[src/rtl/captura_operandos_if.sv]
// Key-entry and operand-output bundle between the keypad decoder, the capture stage and es_operacion.
interface captura_operandos_if #(
  parameter int unsigned WIDTH = 16
);
  logic             key_valid;
  logic [3:0]       key_code;
  logic [WIDTH-1:0] numero_1;
  logic [WIDTH-1:0] numero_2;
  logic [1:0]       suma_resta;
  logic             operando_en;
  logic             igual_en;
  logic [WIDTH-1:0] display;
  logic [2:0]       digitos;

  modport master (
    output key_valid, key_code,
    input  numero_1, numero_2, suma_resta, operando_en, igual_en, display, digitos
  );

  modport slave (
    input  key_valid, key_code,
    output numero_1, numero_2, suma_resta, operando_en, igual_en, display, digitos
  );
endinterface

[src/rtl/captura_operandos.sv]
// Keypad operand capture: accumulates decimal digits into two binary operands plus an operator,
// and raises igual_en while a complete expression is held for evaluation.
module captura_operandos #(
  parameter int unsigned WIDTH      = 16,
  parameter int unsigned MAX_DIGITS = 4
) (
  input  logic                 clk,
  input  logic                 reset,
  captura_operandos_if.slave   bus
);

  localparam int unsigned EW = WIDTH + 4;
  localparam logic [2:0]  MAX_CNT = 3'(MAX_DIGITS);

  typedef enum logic [1:0] {
    ENTER_A = 2'd0,
    ENTER_B = 2'd1,
    DONE    = 2'd2
  } state_t;

  state_t           state;
  logic [WIDTH-1:0] num_a;
  logic [WIDTH-1:0] num_b;
  logic [1:0]       op;
  logic [2:0]       count_a;
  logic [2:0]       count_b;
  logic             op_en;
  logic             eq_en;
  logic [WIDTH-1:0] disp;
  logic [2:0]       digs;

  logic             is_digit;
  logic             is_oper;
  logic             is_eq;
  logic             is_clr;
  logic [1:0]       oper_code;
  logic [EW-1:0]    digit_ext;
  logic [WIDTH-1:0] mac_a;
  logic [WIDTH-1:0] mac_b;

  // Key decode and acc*10+d via shift-add, in a wider field then truncated.
  always_comb begin
    is_digit  = 1'b0;
    is_oper   = 1'b0;
    is_eq     = 1'b0;
    is_clr    = 1'b0;
    oper_code = 2'd0;
    digit_ext = EW'(key_code_dec());
    mac_a     = '0;
    mac_b     = '0;

    is_digit  = (bus.key_code <= 4'd9);
    is_oper   = (bus.key_code == 4'd10) || (bus.key_code == 4'd11);
    is_eq     = (bus.key_code == 4'd12);
    is_clr    = (bus.key_code == 4'd13);
    oper_code = (bus.key_code == 4'd10) ? 2'd1 : 2'd2;
    mac_a     = WIDTH'((EW'(num_a) << 3) + (EW'(num_a) << 1) + digit_ext);
    mac_b     = WIDTH'((EW'(num_b) << 3) + (EW'(num_b) << 1) + digit_ext);
  end

  function automatic logic [3:0] key_code_dec();
    return bus.key_code;
  endfunction

  // Entry-phase FSM; every output is a register updated alongside the state.
  always_ff @(posedge clk or negedge reset) begin
    if (!reset) begin
      state   <= ENTER_A;
      num_a   <= '0;
      num_b   <= '0;
      op      <= 2'd0;
      count_a <= 3'd0;
      count_b <= 3'd0;
      op_en   <= 1'b0;
      eq_en   <= 1'b0;
      disp    <= '0;
      digs    <= 3'd0;
    end else begin
      op_en <= 1'b0;
      if (bus.key_valid) begin
        if (is_clr) begin
          state   <= ENTER_A;
          num_a   <= '0;
          num_b   <= '0;
          op      <= 2'd0;
          count_a <= 3'd0;
          count_b <= 3'd0;
          eq_en   <= 1'b0;
          disp    <= '0;
          digs    <= 3'd0;
        end else begin
          unique case (state)
            ENTER_A: begin
              if (is_digit && (count_a < MAX_CNT)) begin
                num_a   <= mac_a;
                count_a <= count_a + 3'd1;
                disp    <= mac_a;
                digs    <= count_a + 3'd1;
              end else if (is_oper) begin
                op      <= oper_code;
                op_en   <= 1'b1;
                num_b   <= '0;
                count_b <= 3'd0;
                disp    <= '0;
                digs    <= 3'd0;
                state   <= ENTER_B;
              end
            end
            ENTER_B: begin
              if (is_digit && (count_b < MAX_CNT)) begin
                num_b   <= mac_b;
                count_b <= count_b + 3'd1;
                disp    <= mac_b;
                digs    <= count_b + 3'd1;
              end else if (is_oper && (count_b == 3'd0)) begin
                op    <= oper_code;
                op_en <= 1'b1;
              end else if (is_eq && (count_b != 3'd0)) begin
                eq_en <= 1'b1;
                state <= DONE;
              end
            end
            DONE: begin
              // A new digit starts a fresh expression with that digit as operand A.
              if (is_digit) begin
                num_a   <= WIDTH'(bus.key_code);
                count_a <= 3'd1;
                num_b   <= '0;
                count_b <= 3'd0;
                op      <= 2'd0;
                eq_en   <= 1'b0;
                disp    <= WIDTH'(bus.key_code);
                digs    <= 3'd1;
                state   <= ENTER_A;
              end
            end
            default: state <= ENTER_A;
          endcase
        end
      end
    end
  end

  assign bus.numero_1    = num_a;
  assign bus.numero_2    = num_b;
  assign bus.suma_resta  = op;
  assign bus.operando_en = op_en;
  assign bus.igual_en    = eq_en;
  assign bus.display     = disp;
  assign bus.digitos     = digs;

endmodule

[src/flat_wrapper.sv]
// flat-port wrapper written by rule: the top's interface ports become plain ports
module captura_operandos_flat 
#(
  parameter int unsigned WIDTH      = 16,
  parameter int unsigned MAX_DIGITS = 4
)
  (clk, reset, bus_key_valid, bus_key_code, bus_numero_1, bus_numero_2, bus_suma_resta, bus_operando_en, bus_igual_en, bus_display, bus_digitos);
  captura_operandos_if #(.WIDTH(WIDTH)) bus_i ();
  input  logic clk;
  input  logic reset;
  input wire logic [$bits(bus_i.key_valid)-1:0] bus_key_valid;
  input wire logic [$bits(bus_i.key_code)-1:0] bus_key_code;
  output wire logic [$bits(bus_i.numero_1)-1:0] bus_numero_1;
  output wire logic [$bits(bus_i.numero_2)-1:0] bus_numero_2;
  output wire logic [$bits(bus_i.suma_resta)-1:0] bus_suma_resta;
  output wire logic [$bits(bus_i.operando_en)-1:0] bus_operando_en;
  output wire logic [$bits(bus_i.igual_en)-1:0] bus_igual_en;
  output wire logic [$bits(bus_i.display)-1:0] bus_display;
  output wire logic [$bits(bus_i.digitos)-1:0] bus_digitos;
  assign bus_i.key_valid = bus_key_valid;
  assign bus_i.key_code = bus_key_code;
  assign bus_numero_1 = bus_i.numero_1;
  assign bus_numero_2 = bus_i.numero_2;
  assign bus_suma_resta = bus_i.suma_resta;
  assign bus_operando_en = bus_i.operando_en;
  assign bus_igual_en = bus_i.igual_en;
  assign bus_display = bus_i.display;
  assign bus_digitos = bus_i.digitos;
  captura_operandos #(.WIDTH(WIDTH), .MAX_DIGITS(MAX_DIGITS)) u_core (.clk(clk), .reset(reset), .bus(bus_i));
endmodule
[config.mk]
export PLATFORM = sky130hd
export DESIGN_NAME = captura_operandos_flat
export DESIGN_NICKNAME = d
export VERILOG_FILES = /design/src/rtl/captura_operandos_if.sv /design/src/rtl/captura_operandos.sv /design/src/flat_wrapper.sv
export SDC_FILE = /design/constraint.sdc
export NUM_CORES = 1
export LEC_CHECK = 0
export ABC_CLOCK_PERIOD_IN_PS = 5400
export CORE_MARGIN = 4
export CORE_UTILIZATION = 55
export CTS_CLUSTER_DIAMETER = 60
export DETAILED_ROUTE_END_ITERATION = 10
export GPL_TIMING_DRIVEN = 0
export PLACE_DENSITY = 0.86
export SLEW_MARGIN = 20
export SYNTH_ARGS = -nofsm -noshare
export SYNTH_HDL_FRONTEND = slang
export SYNTH_SLANG_ARGS = --single-unit
[constraint.sdc]
create_clock -name clk -period 5.4 [get_ports clk]
set_clock_uncertainty 0.05 [all_clocks]
set_input_delay 1.08 -clock clk [delete_from_list [all_inputs] [get_ports clk]]
set_output_delay 1.08 -clock clk [all_outputs]
set_load 0.005 [all_outputs]
==> impl_metrics.py <==
metrics = {
    "critical_path": {
        "cpPeakStageDelay_ns": 0.51,
        "reg2regPathDepth": 10,
        "worstPathCellList": "clkdlybuf4s50_1 > buf_2 > inv_1 > fa_1 > inv_1 > fa_1 > a211oi_1 > o21bai_1 > a21oi_1 > xnor2_1 > a21oi_1 > o41ai_1",
        "crit_slowest_cell": "fa_1",
        "rrSetupSlack_ns": 2.13,
        "rr_startpoint": "u_core.bus.numero_2[2]$_DFFE_PN0P_",
        "critPathMaxFanout": 10,
        "cp.required_ns": 5.58,
        "path_delay_family": "compound AO/OA/AOI/OAI gates",
        "path_class": "in2reg",
        "startpoint_type": "input pin",
        "end_kind": "flip-flop",
        "r2r_end": "u_core.bus.display[8]$_DFFE_PN0P_",
        "critical_path_buf_inv_count": 4,
        "cp.arrival_ns": 4.60,
    },
    "sta": {
        "finalMaxSlewViolations": 0,
        "worst_pin_slew_ns": 0.620,
        "max_freq_mhz": 227,
        "finalSetupTns_ns": 0,
        "maxSlewHeadroom_pct": 58.5,
        "rsz0062_at_grt": "no",
        "final.period_utilization_pct": 81.7,
        "setup_viol": 0,
        "setup_slack_ns": 0.988,
        "period_needed_ns": 4.41,
        "hold_viol": 0,
    },
    "clocking": {
        "post_cts_buffers": 0,
        "post_cts_resized": 0,
        "numCtsBuffers": 9,
        "htreeDepth": 3,
        "clockBufferDepth": 2,
        "clock-sinks": 63,
        "clk_latency_ns": 0.35,
        "cts_tree": "done",
        "clock-root-buffer": "clkbuf_8",
        "clk_pin_slew_ns": 0.07,
        "hold_buffers": 0,
    },
    "placed_design": {
        "port_buffers": 61,
        "place_ws_ns": 0.677,
        "place_congestion": 0.895,
        "place_area_um2": 5490,
        "dp_hpwl_mm": 9.86,
    },
    "floorplanning": {
        "num_rows": 33,
        "dieHeight_um": 101,
        "fp.dieW_um": 101,
        "die_area_um2": 10100,
        "start_util_pct": 57.0,
        "core-area_um2": 8300,
        "io_pins": 62,
    },
    "logic_synthesis": {
        "synth_compound_area_share_pct": 22.9,
        "ys_ff_latch": 63,
        "yosysWarnings": 0,
        "synth.avg_cell_area_um2": 9.31,
        "synthArstFlopShare_pct": 100,
        "synth-edff-count": 0,
        "synth-simple-area-share_pct": 14.4,
        "ys.flop_type": "dfrtp_1",
        "synth_cell_types": 62,
        "ys_seq_area_share_pct": 33.3,
        "syn_inst": 508,
        "synth_mux_area_share_pct": 2.43,
        "synth-xor-area-share_pct": 5.00,
        "synth_adder_area_share_pct": 17.0,
        "synth_top_family_by_area": "compound AO/OA/AOI/OAI gates",
        "syn-num-nets": 577,
        "syn_area_um2": 4730,
    },
    "global_route": {
        "grt-ovfl-total": 0,
        "antenna_found_initial": 0,
        "grt_pass1_wl_mm": 21.2,
        "grt_max_degree": 33,
        "grt_usage_pct": 26.5,
        "grt_pass1_vias": 4117,
    },
    "final_layout": {
        "layout-drive-gt1-share_pct": 8.02,
        "area_growth_syn_to_layout_pct": 20.7,
        "layout_commonest_cell": "dfrtp_1",
        "multi_input_area_um2": 2920,
        "fin_area_um2": 5710,
        "fillers": 634,
        "utilization_pct": 68.8,
        "layout_common_cells": "dfrtp_1, clkdlybuf4s50_1, ha_1, nand2_1, o21ai_0",
        "antenna_cells": 0,
        "seq_area_um2": 1580,
        "nets": 650,
    },
    "power_and_ir_drop": {
        "p_total_w": 0.00330,
        "power.density_nw_per_um2": 578,
        "p_leak_nw": 2.63,
        "vdd_drop_max_v": 0.000300,
    },
    "drt": {
        "drt_wl_total_mm": 12.8,
        "dr.first_iter.drc_count": 284,
        "vias": 4247,
        "drc": 0,
        "first_pass_iters": 6,
        "antenna_left": 0,
        "vias_per_cell": 6.15,
        "wl_per_cell_um": 18.5,
    },
    "hold_path": {
        "hold_path_end": "u_core.count_a[1]$_DFFE_PN0P_",
        "hold_depth": 2,
        "worstHoldStart": "u_core.count_a[1]$_DFFE_PN0P_",
        "hp-class": "reg2reg",
    },
    "flow_run": {
        "maxCapViolCount": 0,
    },
    "run_status": {
        "status": "finished, final reports clean",
    },
}
-- flip-flops by register name (all words and copies together) (netlist names) --
| register | cells |
|---|---|
| u_core.bus.operando_en | 1 |
| u_core.count_b | 3 |
| u_core.count_a | 3 |
| u_core.bus.digitos | 3 |
| u_core.bus.suma_resta | 2 |
| u_core.bus.numero_2 | 16 |
| u_core.bus.numero_1 | 16 |
| u_core.bus.igual_en | 1 |
| u_core.bus.display | 16 |
| u_core.state | 2 |
-- metal layers --
layer | up-vias | track usage [%] | wire, um
li1 | 2029 | - | -
met5 | - | 0 | 0
met3 | 27 | 4.57 | 770
met4 | 0 | 8.08 | 245
met2 | 167 | 42.8 | 6130
met1 | 2024 | 36.4 | 5620
-- worst min-delay path: stages, from the launching register on --
cell	delay [ns]
dfrtp_1	0.35
nand2_1	0.05
nand2_1	0.05
-- how the worst max path moves through the flow --
| stage | depth (start not counted) | end | from |
|---|---|---|---|
| after floorplan | 11 | u_core.bus.display[12]$_DFFE_PN0P_ | bus_key_code[3] |
| after global placement | 12 | u_core.bus.display[11]$_DFFE_PN0P_ | bus_key_code[3] |
| after detailed placement | 12 | u_core.bus.display[8]$_DFFE_PN0P_ | bus_key_code[3] |
| after CTS | 12 | u_core.bus.display[8]$_DFFE_PN0P_ | bus_key_code[3] |
| after global routing | 12 | u_core.bus.display[8]$_DFFE_PN0P_ | bus_key_code[3] |
| final | 12 | u_core.bus.display[8]$_DFFE_PN0P_ | bus_key_code[3] |
-- cells in the mapped netlist (3+ instances only) --
| cell type | instances | area share [%] |
|---|---|---|
| dfrtp_1 | 63 | 33 |
| ha_1 | 58 | 15 |
| nand2_1 | 57 | 4.5 |
| o21ai_0 | 34 | 3.6 |
| a21oi_1 | 28 | 3.0 |
| nor2_1 | 26 | 2.1 |
| inv_1 | 22 | 1.7 |
| xnor2_1 | 18 | 3.3 |
| a22o_1 | 16 | 3.0 |
| o31ai_1 | 15 | 2.4 |
| nor3_1 | 14 | 1.5 |
| clkbuf_1 | 11 | 0.87 |
| xor2_1 | 9 | 1.7 |
| nand2b_1 | 8 | 1.1 |
| nand3_1 | 8 | 0.85 |
| a211oi_1 | 7 | 1.1 |
| buf_2 | 7 | 0.74 |
| a21o_1 | 6 | 0.95 |
| a31oi_1 | 6 | 0.79 |
| nor2b_1 | 5 | 0.66 |
| o211ai_1 | 5 | 0.79 |
| o21bai_1 | 5 | 0.79 |
| a221o_1 | 4 | 0.85 |
| buf_6 | 4 | 0.95 |
| fa_1 | 4 | 1.7 |
| mux2_2 | 4 | 0.95 |
| mux2i_1 | 4 | 0.85 |
| o22ai_1 | 4 | 0.53 |
| a22oi_1 | 3 | 0.48 |
| and2_1 | 3 | 0.40 |
| buf_4 | 3 | 0.48 |
| nand4_1 | 3 | 0.40 |
-- metrics by stage --
step / hold slack, ns / instances
2_1_floorplan: 0.393 / 508
3_3_place_gp: 0.407 / 674
3_5_place_dp: 0.416 / 675
4_1_cts: 0.431 / 691
5_1_grt: 0.452 / 691
6_report: 0.427 / 691
-- logic make-up (layout without fill, tap and decap cells) --
logic type	count (synthesis)	count (layout)
simple gates	141	141
compound gates	157	157
flops	63	63
buf+inv	48	126
fa+ha+maj	62	62
mux	10	10
xor+xnor	27	27
-- power breakdown --
part	leakage [nW]	internal, W	switching (W)	total [W]
clock	0.102	0.000260	0.000203	0.000464
combinational	1.70	0.000902	0.00116	0.00206
sequential	0.831	0.000629	0.000145	0.000774
-- area by class of cell --
type / count / share of cell area [%]
Buffer: 26 / 2.59
Clock buffer: 9 / 2.17
Clock inverter: 7 / 1.69
Inverter: 22 / 1.45
Multi-Input combinational cell: 397 / 51.2
Sequential cell: 63 / 27.6
Tap cell: 105 / 2.30
Timing Repair Buffer: 62 / 11.0
Power figures use the tool's default switching activity.
